## src/rtl/power_event_detector_pkg.sv

```systemverilog
// power_event_detector_pkg
//   Shared definitions for the power event detector and its baseline tracker.
//   - PWR_W: power sample width, shared with the band-power stage.
//   - DEF_*: default parameter values for the detector.
//   - pe_state_t: detector state encoding (WARMUP=0, IDLE=1, ACTIVE=2, REFRACT=3).
//   - sat_inc16: saturating 16-bit increment used by the event counter.
package power_event_detector_pkg;

  localparam int unsigned PWR_W            = 16;
  localparam int unsigned DEF_ALPHA_SHIFT  = 3;
  localparam int unsigned DEF_MARGIN_SHIFT = 1;
  localparam int unsigned DEF_FLOOR        = 16;
  localparam int unsigned DEF_WARMUP       = 8;
  localparam int unsigned DEF_REFRACT      = 4;

  typedef enum logic [1:0] {
    ST_WARMUP  = 2'd0,
    ST_IDLE    = 2'd1,
    ST_ACTIVE  = 2'd2,
    ST_REFRACT = 2'd3
  } pe_state_t;

  function automatic logic [15:0] sat_inc16(input logic [15:0] v);
    return (v == 16'hFFFF) ? v : v + 16'd1;
  endfunction

endpackage

```

## src/rtl/power_event_detector_ema.sv

```systemverilog
// ema_baseline
//   Exponential moving average of the clamped power, weight 2^-ALPHA_SHIFT.
//   Ports:
//     clk, rst   : clock, asynchronous active-high reset
//     clear      : synchronous zeroing of the accumulator
//     upd        : apply one update with p (frozen when low)
//     seed       : with upd, load acc = p << ALPHA_SHIFT instead of updating
//     p          : clamped (non-negative) power sample
//     baseline   : acc >> ALPHA_SHIFT
module ema_baseline
  import power_event_detector_pkg::*;
#(
  parameter int unsigned W           = PWR_W,
  parameter int unsigned ALPHA_SHIFT = DEF_ALPHA_SHIFT
) (
  input  logic         clk,
  input  logic         rst,
  input  logic         clear,
  input  logic         upd,
  input  logic         seed,
  input  logic [W-1:0] p,
  output logic [W-1:0] baseline
);

  localparam int unsigned AW = W + ALPHA_SHIFT;

  logic [AW-1:0] acc;
  logic [AW-1:0] p_ext;

  assign p_ext    = AW'(p);
  assign baseline = acc[AW-1:ALPHA_SHIFT];

  // acc never exceeds p_max << ALPHA_SHIFT, so AW bits cannot overflow.
  always_ff @(posedge clk or posedge rst) begin
    if (rst) begin
      acc <= '0;
    end else if (clear) begin
      acc <= '0;
    end else if (upd) begin
      if (seed) acc <= p_ext << ALPHA_SHIFT;
      else      acc <= acc - (acc >> ALPHA_SHIFT) + p_ext;
    end
  end

endmodule

```

## src/rtl/power_event_detector.sv

```systemverilog
// power_event_detector
//   Flags band-power windows that rise above a slowly tracking baseline,
//   with hysteresis (on/off thresholds) and a refractory period.
//   Optional feature macro: POWER_EVENT_STATS_EN (event_count / peak_power).
//   Ports:
//     clk, rst     : clock, asynchronous active-high reset
//     clear        : synchronous restart to warm-up (sample in same cycle dropped)
//     power_valid  : one-cycle strobe qualifying power_in
//     power_in     : signed window power
//     event_pulse  : one-cycle pulse on each detection onset ("event" is a
//                    reserved word, hence the longer name)
//     active       : high from onset until the cycle after the release sample
//     baseline_out : current baseline
//     event_count  : saturating onset count (0 without POWER_EVENT_STATS_EN)
//     peak_power   : max power in current/last event (0 without the macro)
module power_event_detector
  import power_event_detector_pkg::*;
#(
  parameter int unsigned W            = PWR_W,
  parameter int unsigned ALPHA_SHIFT  = DEF_ALPHA_SHIFT,
  parameter int unsigned MARGIN_SHIFT = DEF_MARGIN_SHIFT,
  parameter int unsigned FLOOR        = DEF_FLOOR,
  parameter int unsigned WARMUP       = DEF_WARMUP,
  parameter int unsigned REFRACT      = DEF_REFRACT
) (
  input  logic                clk,
  input  logic                rst,
  input  logic                clear,
  input  logic                power_valid,
  input  logic signed [W-1:0] power_in,
  output logic                event_pulse,
  output logic                active,
  output logic [W-1:0]        baseline_out,
  output logic [15:0]         event_count,
  output logic [W-1:0]        peak_power
);

  localparam int unsigned WC_W = (WARMUP  < 2) ? 1 : $clog2(WARMUP + 1);
  localparam int unsigned RC_W = (REFRACT < 2) ? 1 : $clog2(REFRACT + 1);
  localparam logic [WC_W-1:0] WARM_LAST = (WARMUP == 0) ? '0 : WC_W'(WARMUP - 1);
  localparam logic [RC_W-1:0] REF_LOAD  = RC_W'(REFRACT);

  pe_state_t       state;
  logic [WC_W-1:0] warm_cnt;
  logic [RC_W-1:0] ref_cnt;

  logic [W-1:0]   p;
  logic [W-1:0]   base;
  logic [W+1:0]   base_x;
  logic [W+1:0]   p_x;
  logic [W+1:0]   on_th;
  logic [W+1:0]   off_th;
  logic           above_on;
  logic           above_off;
  logic           onset;
  logic           ema_upd;
  logic           ema_seed;

  // Negative power is meaningless here; clamp to zero.
  assign p = power_in[W-1] ? '0 : W'($unsigned(power_in));

  assign base_x = {2'b00, base};
  assign p_x    = {2'b00, p};
  assign on_th  = base_x + (base_x >> MARGIN_SHIFT) + (W+2)'(FLOOR);
  assign off_th = base_x + (W+2)'(FLOOR);

  assign above_on  = p_x > on_th;
  assign above_off = p_x > off_th;

  assign onset = power_valid && !clear && (state == ST_IDLE) && above_on;

  // Baseline moves only in WARMUP and in IDLE when no onset occurs; the
  // comparisons above use the pre-update value held in the accumulator.
  assign ema_upd  = power_valid && !clear &&
                    ((state == ST_WARMUP) || ((state == ST_IDLE) && !above_on));
  assign ema_seed = (state == ST_WARMUP) && (warm_cnt == '0);

  ema_baseline #(
    .W           (W),
    .ALPHA_SHIFT (ALPHA_SHIFT)
  ) u_ema (
    .clk      (clk),
    .rst      (rst),
    .clear    (clear),
    .upd      (ema_upd),
    .seed     (ema_seed),
    .p        (p),
    .baseline (base)
  );

  assign baseline_out = base;

  always_ff @(posedge clk or posedge rst) begin
    if (rst) begin
      state       <= ST_WARMUP;
      warm_cnt    <= '0;
      ref_cnt     <= '0;
      event_pulse <= 1'b0;
      active      <= 1'b0;
    end else begin
      event_pulse <= 1'b0;
      if (clear) begin
        state    <= ST_WARMUP;
        warm_cnt <= '0;
        ref_cnt  <= '0;
        active   <= 1'b0;
      end else if (power_valid) begin
        case (state)
          ST_WARMUP: begin
            warm_cnt <= warm_cnt + WC_W'(1);
            if (warm_cnt >= WARM_LAST) state <= ST_IDLE;
          end
          ST_IDLE: begin
            if (above_on) begin
              state       <= ST_ACTIVE;
              event_pulse <= 1'b1;
              active      <= 1'b1;
            end
          end
          ST_ACTIVE: begin
            if (!above_off) begin
              active <= 1'b0;
              if (REFRACT == 0) begin
                state <= ST_IDLE;
              end else begin
                state   <= ST_REFRACT;
                ref_cnt <= REF_LOAD;
              end
            end
          end
          ST_REFRACT: begin
            if (ref_cnt <= RC_W'(1)) begin
              ref_cnt <= '0;
              state   <= ST_IDLE;
            end else begin
              ref_cnt <= ref_cnt - RC_W'(1);
            end
          end
          default: state <= ST_WARMUP;
        endcase
      end
    end
  end

`ifdef POWER_EVENT_STATS_EN
  logic [15:0]  evt_cnt;
  logic [W-1:0] peak;

  always_ff @(posedge clk or posedge rst) begin
    if (rst) begin
      evt_cnt <= '0;
      peak    <= '0;
    end else if (clear) begin
      evt_cnt <= '0;
      peak    <= '0;
    end else if (onset) begin
      evt_cnt <= sat_inc16(evt_cnt);
      peak    <= p;
    end else if (power_valid && (state == ST_ACTIVE) && (p > peak)) begin
      peak <= p;
    end
  end

  assign event_count = evt_cnt;
  assign peak_power  = peak;
`else
  assign event_count = '0;
  assign peak_power  = '0;
`endif

endmodule

```

## config.mk

```make
export PLATFORM = sky130hd
export DESIGN_NAME = power_event_detector
export DESIGN_NICKNAME = d
export VERILOG_FILES = /design/src/rtl/power_event_detector_pkg.sv /design/src/rtl/power_event_detector_ema.sv /design/src/rtl/power_event_detector.sv
export SDC_FILE = /design/constraint.sdc
export NUM_CORES = 1
export LEC_CHECK = 0
export ABC_AREA = 1
export ABC_CLOCK_PERIOD_IN_PS = 7300
export CAP_MARGIN = 20
export CORE_MARGIN = 1.5
export CORE_UTILIZATION = 55
export CTS_CLUSTER_SIZE = 28
export DETAILED_ROUTE_END_ITERATION = 16
export GPL_TIMING_DRIVEN = 1
export HOLD_SLACK_MARGIN = 0.08
export PLACE_DENSITY = 0.86
export SYNTH_ARGS = -nofsm -noshare
export SYNTH_HDL_FRONTEND = slang
export SYNTH_SLANG_ARGS = --single-unit
```

## constraint.sdc

```tcl
create_clock -name clk -period 7.3 [get_ports clk]
set_input_delay 2.19 -clock clk [delete_from_list [all_inputs] [get_ports clk]]
set_output_delay 2.19 -clock clk [all_outputs]
set_load 0.05 [all_outputs]
```

==> impl_metrics.env, run 1 <==
export IMPL_avgSynthCellArea_um2=6.87
export IMPL_hold_start="u_ema.acc[1]"
export IMPL_root_buffer="clkbuf_8"
export IMPL_whs_endpoint="u_ema.acc[1]"
export IMPL_async_flop_share_pct=100
export IMPL_synth_top_area_share_pct=21.5
export IMPL_synthAdderAreaFrac_pct=27.5
export IMPL_antenna_found_initial=0
export IMPL_yosysWarnings=0
export IMPL_p_per_area_nw_per_um2=475
export IMPL_worst_slew_pin_slew_ps=858
export IMPL_cp_required_ps=7480
export IMPL_hold_depth=2
export IMPL_cts_resized_gates=0
export IMPL_power_share_sequential_pct=11.8
export IMPL_syn_to_final_growth_pct=6.05
export IMPL_clk_latency_ps=290
export IMPL_htree_levels=2
export IMPL_cts_path_max_buffers=2
export IMPL_diodes=0
export IMPL_setup_violations=0
export IMPL_num_rows=35
export IMPL_nFillCells=839
export IMPL_synth_mux_area_share_pct=0
export IMPL_preCtsSetupSlack_ps=1690
export IMPL_drt_pass1_iter_count=6
export IMPL_drtIter0Drc=429
export IMPL_drive_above_1_share_pct=3.13
export IMPL_grt_ovfl_total=0
export IMPL_internal_power_w=0.00109
export IMPL_initial_core_util_pct=57.4
export IMPL_hold_buffers=0
export IMPL_worst_r2r_setup_slack_ps=3070
export IMPL_ios=70
export IMPL_swShare_pct=59.4
export IMPL_switching_power_w=0.00160
export IMPL_wirelength_um=13400
export IMPL_grt_util_all_layers_pct=26.6
export IMPL_cts_tree="yes"
export IMPL_final_cell_mix="nand2_1, inv_1, ha_1, nor2_1, a21oi_1"
export IMPL_synth_compound_area_share_pct=12.4
export IMPL_fin_crit_sh_pct=74.3
export IMPL_worst_path_most_repeated_cell="nand2_1"
export IMPL_vdd_ir_drop_worst_mv=0.178
export IMPL_ff2ff_path_depth=22
export IMPL_end_kind="flip-flop"
export IMPL_p_clk_share_pct=5.6
export IMPL_outcome="complete, no violations"
export IMPL_relSlewSlack_pct=42.7
export IMPL_cts_setup_buffers=0
export IMPL_ys_top_cells_by_area="ha_1, dfrtp_1, nand2_1"
export IMPL_die_area_um2=10300
export IMPL_cts_buffers=5
export IMPL_worstSetupPathType="in -> reg"
export IMPL_remaining_drc_errors=0
export IMPL_nets=925
export IMPL_clk_pin_slew_worst_paths_ps=70
export IMPL_core_area_um2=9330
export IMPL_drv_slew=0
export IMPL_synth_edf_count=0
export IMPL_timing_rr_end="u_ema.acc[2]"
export IMPL_crit_chain="clkdlybuf4s50_1 -> nor2_1 -> inv_1 -> fa_1 -> inv_1 -> ha_1 -> a21oi_1 -> nand2_1 -> nand2_1 -> nand2_1 -> a21oi_1 -> inv_1 -> nand2_1 -> a21o_1 -> nand3_1 -> nand3_1 -> nand2_1"
export IMPL_synthSimpleGateAreaFrac_pct=23.8
export IMPL_wire_per_inst_um=14.5
export IMPL_synthXorXnorAreaFrac_pct=4.58
export IMPL_critPathLaunchType="input pin"
export IMPL_hp_class="reg -> reg"
export IMPL_fp_dieH_um=102
export IMPL_power_leakage_nw=3.11
export IMPL_port_buffers=37
export IMPL_synth_top_family_by_area="adder cells"
export IMPL_finClkSkew_ps=6.84
export IMPL_dp_hpwl_um=10700
export IMPL_timing_fmax_mhz=184
export IMPL_synth_area_leader_cell="ha_1"
export IMPL_path_max_fanout=12
export IMPL_ys_seq_area_share_pct=14.0
export IMPL_num_vias=5017
export IMPL_slowest_delay_ps=690
export IMPL_maxCapViolCount=0
export IMPL_cp_slowest_cell="clkdlybuf4s50_1"
export IMPL_worstReg2RegStart="u_ema.acc[7]"
export IMPL_die_width_um=102
export IMPL_pwr_share_comb_pct=82.7
export IMPL_finalHoldViolCount=0
export IMPL_grt_pass1_wl_um=21800
export IMPL_ys_seq_elements=30
export IMPL_setup_ws_ps=1880
export IMPL_setup_tns_ps=0
export IMPL_grt_pass1_vias=4756
export IMPL_netlist_instances=779
export IMPL_critPathArrivalTime_ps=5600
export IMPL_grt_max_degree=31
export IMPL_synth_ff_type="dfrtp_1"
export IMPL_netlist_area_um2=5350
export IMPL_post_route_util_pct=60.9
export IMPL_rsz0062_at_grt="false"
export IMPL_routed_via_density=5.41
export IMPL_final_common_cell="nand2_1"
export IMPL_ant_nets=0
export IMPL_min_period_ps=5420
export IMPL_place_congestion=0.930
export IMPL_synth_cell_type_count=41
export IMPL_cts_sinks=30
## worst max path at each step
stage / start / to / depth (start not counted)
4_1_cts: power_in[15] / u_ema.acc[11] / 17
6_report: power_in[15] / u_ema.acc[11] / 17
3_5_place_dp: power_in[15] / u_ema.acc[16] / 18
3_3_place_gp: power_in[15] / u_ema.acc[10] / 14
5_1_grt: power_in[15] / u_ema.acc[15] / 18
2_1_floorplan: power_in[15] / u_ema.acc[16] / 18
## synth_stat cells (2+ instances only)
cell,number
nor3_1,9
xnor2_1,10
o21ai_2,6
nand3_1,44
nand2_1,164
nor2_1,60
a211oi_1,2
inv_1,135
o21bai_1,4
o211ai_1,4
o21ai_0,30
nor2_2,2
nand3b_1,3
dfrtp_1,30
o22ai_1,2
and2_1,2
xor2_1,18
clkbuf_1,6
a21o_1,4
nand3_2,2
fa_1,16
nand2_2,2
nand4_1,10
ha_1,92
a31oi_1,6
a21oi_1,53
buf_4,49
## cell type report
cell class | instances | area [µm²] | share of cell area, %
multi-input cells | 585 | 3770 | 66.5
clock buffers | 6 | 82.6 | 1.45
repair buffers | 38 | 378 | 6.66
flip-flops and latches | 30 | 751 | 13.2
clock inverters | 2 | 12.5 | 0.220
well taps | 129 | 161 | 2.84
inverters | 137 | 519 | 9.15
## registers in the layout, indices dropped and copies added, names as in the netlist
register and cells:
u_ema.acc 19, event_pulse 1, warm_cnt 4, ref_cnt 3, state 2, active 1
## power by group through the flow
| stage | clock, W | combinational, W | sequential, W |
|---|---|---|---|
| floorplan | 0 | 0.00175 | 0.000298 |
| global placement | 0 | 0.00212 | 0.000318 |
| detailed placement | 0 | 0.00216 | 0.000319 |
| CTS | 0.000152 | 0.00218 | 0.000315 |
| global route | 0.000161 | 0.00249 | 0.000326 |
| finish | 0.000150 | 0.00223 | 0.000317 |
## cell families (layout without fill, tap and decap cells)
group	count (synthesis)	in the layout
flops	30	30
xor+xnor	28	28
simple gates	301	301
buf+inv	195	183
fa+ha+maj	108	108
other cells	1	32
compound gates	116	116
## stage by stage
step / total power, W / hold slack, ps / instance area (µm²) / instances
floorplan: 0.00205 / 449 / 5470 / 810
global placement: 0.00244 / 461 / 5580 / 919
detailed placement: 0.00248 / 465 / 5580 / 919
CTS: 0.00265 / 485 / 5680 / 927
global route: 0.00298 / 532 / 5680 / 927
finish: 0.00269 / 490 / 5680 / 927
## metal layers
| metal | track usage [%] | wire, µm |
|---|---|---|
| met1 | 33.1 | 5570 |
| met2 | 45.0 | 6290 |
| met3 | 3.80 | 938 |
| met4 | 12.9 | 621 |
| met5 | 0 | 0 |
## critical path, delay by kind of cell
family                   cells  cell delay [ps]
AO/OA/AOI/OAI                3              550
adder cells (fa/ha/maj)      2              860
buffers and inverters        4              930
AND/OR/NAND/NOR              8             1040
No activity file was read; power rests on OpenSTA's default activity.
==> run 2, diff against run 1 <==
--- a/config.mk
+++ b/config.mk
@@ -6,7 +6,7 @@
 export NUM_CORES = 1
 export LEC_CHECK = 0
 export ABC_AREA = 1
-export ABC_CLOCK_PERIOD_IN_PS = 7300
+export ABC_CLOCK_PERIOD_IN_PS = 5360
 export CAP_MARGIN = 20
 export CORE_MARGIN = 1.5
 export CORE_UTILIZATION = 55
==> constraint.sdc (replaced) <==
create_clock -name clk -period 5.36 [get_ports clk]
set_input_delay 1.608 -clock clk [delete_from_list [all_inputs] [get_ports clk]]
set_output_delay 1.608 -clock clk [all_outputs]
set_load 0.05 [all_outputs]
==> run 2 against run 1 <==
Compared with the run above:
- final area is 1.5% higher
- sequential power is 36% higher
- global-route usage is 1.0 points higher
- largest power group unchanged
==> impl_metrics.env, run 2 (synthesis gave the netlist of run 1 again) <==
export IMPL_hp_class="reg -> reg"
export IMPL_port_buffers=37
export IMPL_initial_core_util_pct=57.4
export IMPL_place_congestion=0.903
export IMPL_relSlewSlack_pct=42.8
export IMPL_use_met2_pct=46.7
export IMPL_critPathArrivalTime_ps=4970
export IMPL_largest_register="u_ema.acc"
export IMPL_final_common_cell="nand2_1"
export IMPL_largest_reg_flops=19
export IMPL_dpl_cell_count=924
export IMPL_ios=70
export IMPL_dp_hpwl_um=10900
export IMPL_power_leakage_nw=3.16
export IMPL_worstSetupPathType="in -> reg"
export IMPL_nets=930
export IMPL_routed_via_density=5.30
export IMPL_ant_nets=0
export IMPL_power_total_w=0.00377
export IMPL_core_area_um2=9330
export IMPL_timing_fmax_mhz=208
export IMPL_drt_pass1_iter_count=5
export IMPL_htree_levels=2
export IMPL_wire_per_inst_um=14.4
export IMPL_top_regs="u_ema.acc: 19 flops, warm_cnt: 4 flops, ref_cnt: 3 flops"
export IMPL_min_period_ps=4800
export IMPL_die_area_um2=10300
export IMPL_grt_max_degree=24
export IMPL_cts_buffers=5
export IMPL_grt_pass1_wl_um=22300
export IMPL_vdd_ir_drop_worst_mv=0.243
export IMPL_syn_to_final_growth_pct=7.64
export IMPL_rsz0062_at_grt="false"
export IMPL_hold_buffers=0
export IMPL_clk_pin_slew_worst_paths_ps=70
export IMPL_maxCapViolCount=0
export IMPL_cts_resized_gates=0
export IMPL_gr_max_usage_layer="met2"
export IMPL_end_kind="flip-flop"
export IMPL_diodes=0
export IMPL_cts_sinks=30
export IMPL_num_rows=35
export IMPL_final_cell_mix="nand2_1, inv_1, ha_1, nor2_1, a21oi_1"
export IMPL_grt_ovfl_total=0
export IMPL_die_width_um=102
export IMPL_worst_slew_pin_slew_ps=855
export IMPL_outcome="complete, no violations"
export IMPL_setup_violations=0
export IMPL_fp_dieH_um=102
export IMPL_cts_setup_buffers=0
export IMPL_antenna_found_initial=0
export IMPL_post_route_util_pct=61.8
export IMPL_drtIter0Drc=287
export IMPL_fin_crit_sh_pct=89.5
export IMPL_remaining_drc_errors=0
export IMPL_num_vias=4944
export IMPL_cp_slowest_cell="clkdlybuf4s50_1"
export IMPL_p_per_area_nw_per_um2=654
export IMPL_critPathLaunchType="input pin"
export IMPL_setup_tns_ps=0
export IMPL_slowest_delay_ps=660
export IMPL_grt_pass1_vias=4795
export IMPL_whs_ps=482
export IMPL_path_max_fanout=12
export IMPL_finalHoldViolCount=0
export IMPL_wirelength_um=13400
export IMPL_grt_util_all_layers_pct=27.6
export IMPL_cp_required_ps=5540
export IMPL_cts_path_max_buffers=2
export IMPL_root_buffer="clkbuf_8"
export IMPL_crit_chain="clkdlybuf4s50_1 -> nor2_1 -> inv_1 -> fa_1 -> inv_1 -> ha_1 -> a21oi_1 -> a21boi_0 -> nand2_1 -> a31oi_1 -> xor2_1 -> nand2_1 -> nand3_1 -> nand2_1"
export IMPL_clk_latency_ps=290
export IMPL_grt_util_met3_pct=4.35
export IMPL_worst_path_most_repeated_cell="nand2_1"
export IMPL_drive_above_1_share_pct=3.74
export IMPL_finClkSkew_ps=9.62
export IMPL_cts_tree="yes"
export IMPL_stdcell_count=932
export IMPL_drv_slew=0
export IMPL_grt_use_met1_pct=34.4
-- run 2: layout make-up --
type	count	area, µm²
flip-flops and latches	30	751
repair buffers	43	415
multi-input cells	585	3770
inverters	137	519
clock inverters	2	60.1
clock buffers	6	82.6
fillers	864	3570
well taps	129	161
-- run 2: per-layer routing --
metal / share of wire (%) / vias up / wire (µm)
li1: - / 2475 / -
met1: 44 / 2267 / 5860
met2: 47 / 168 / 6310
met3: 5.6 / 34 / 747
met4: 3.9 / 0 / 529
met5: 0 / - / 0
-- run 2: path summary, 6_finish.rpt --
path | from | end | slack (ps) | cells past startpoint
setup reg to reg | u_ema.acc[7] | u_ema.acc[8] | 1160 | 22
hold / removal | active | active | 480 | 2
min in group asynchronous | rst | u_ema.acc[5] | 1640 | 2
max in group asynchronous | rst | state[0] | 3060 | 3
setup / recovery | power_in[15] | u_ema.acc[10] | 560 | 14
hold reg to reg | active | active | 480 | 2
-- run 2: power breakdown --
part	internal [W]	switching (W)	leakage, nW	total [W]
logic	0.00109	0.00195	2.70	0.00305
registers	0.000298	0.000133	0.396	0.000431
clock network	0.000198	0.0000957	0.0714	0.000294
-- run 2: through the flow --
stage,setup WS (ps),area (µm²)
floorplan,1330,5470
global placement,421,5620
detailed placement,399,5620
CTS,617,5760
global route,349,5760
finish,563,5760
-- run 2: worst max-delay path: cells and delay by family --
family / cells / cell delay, ps
buf+inv: 3 / 830
xor+xnor: 1 / 180
compound gates: 3 / 790
fa+ha+maj: 2 / 850
simple gates: 5 / 710
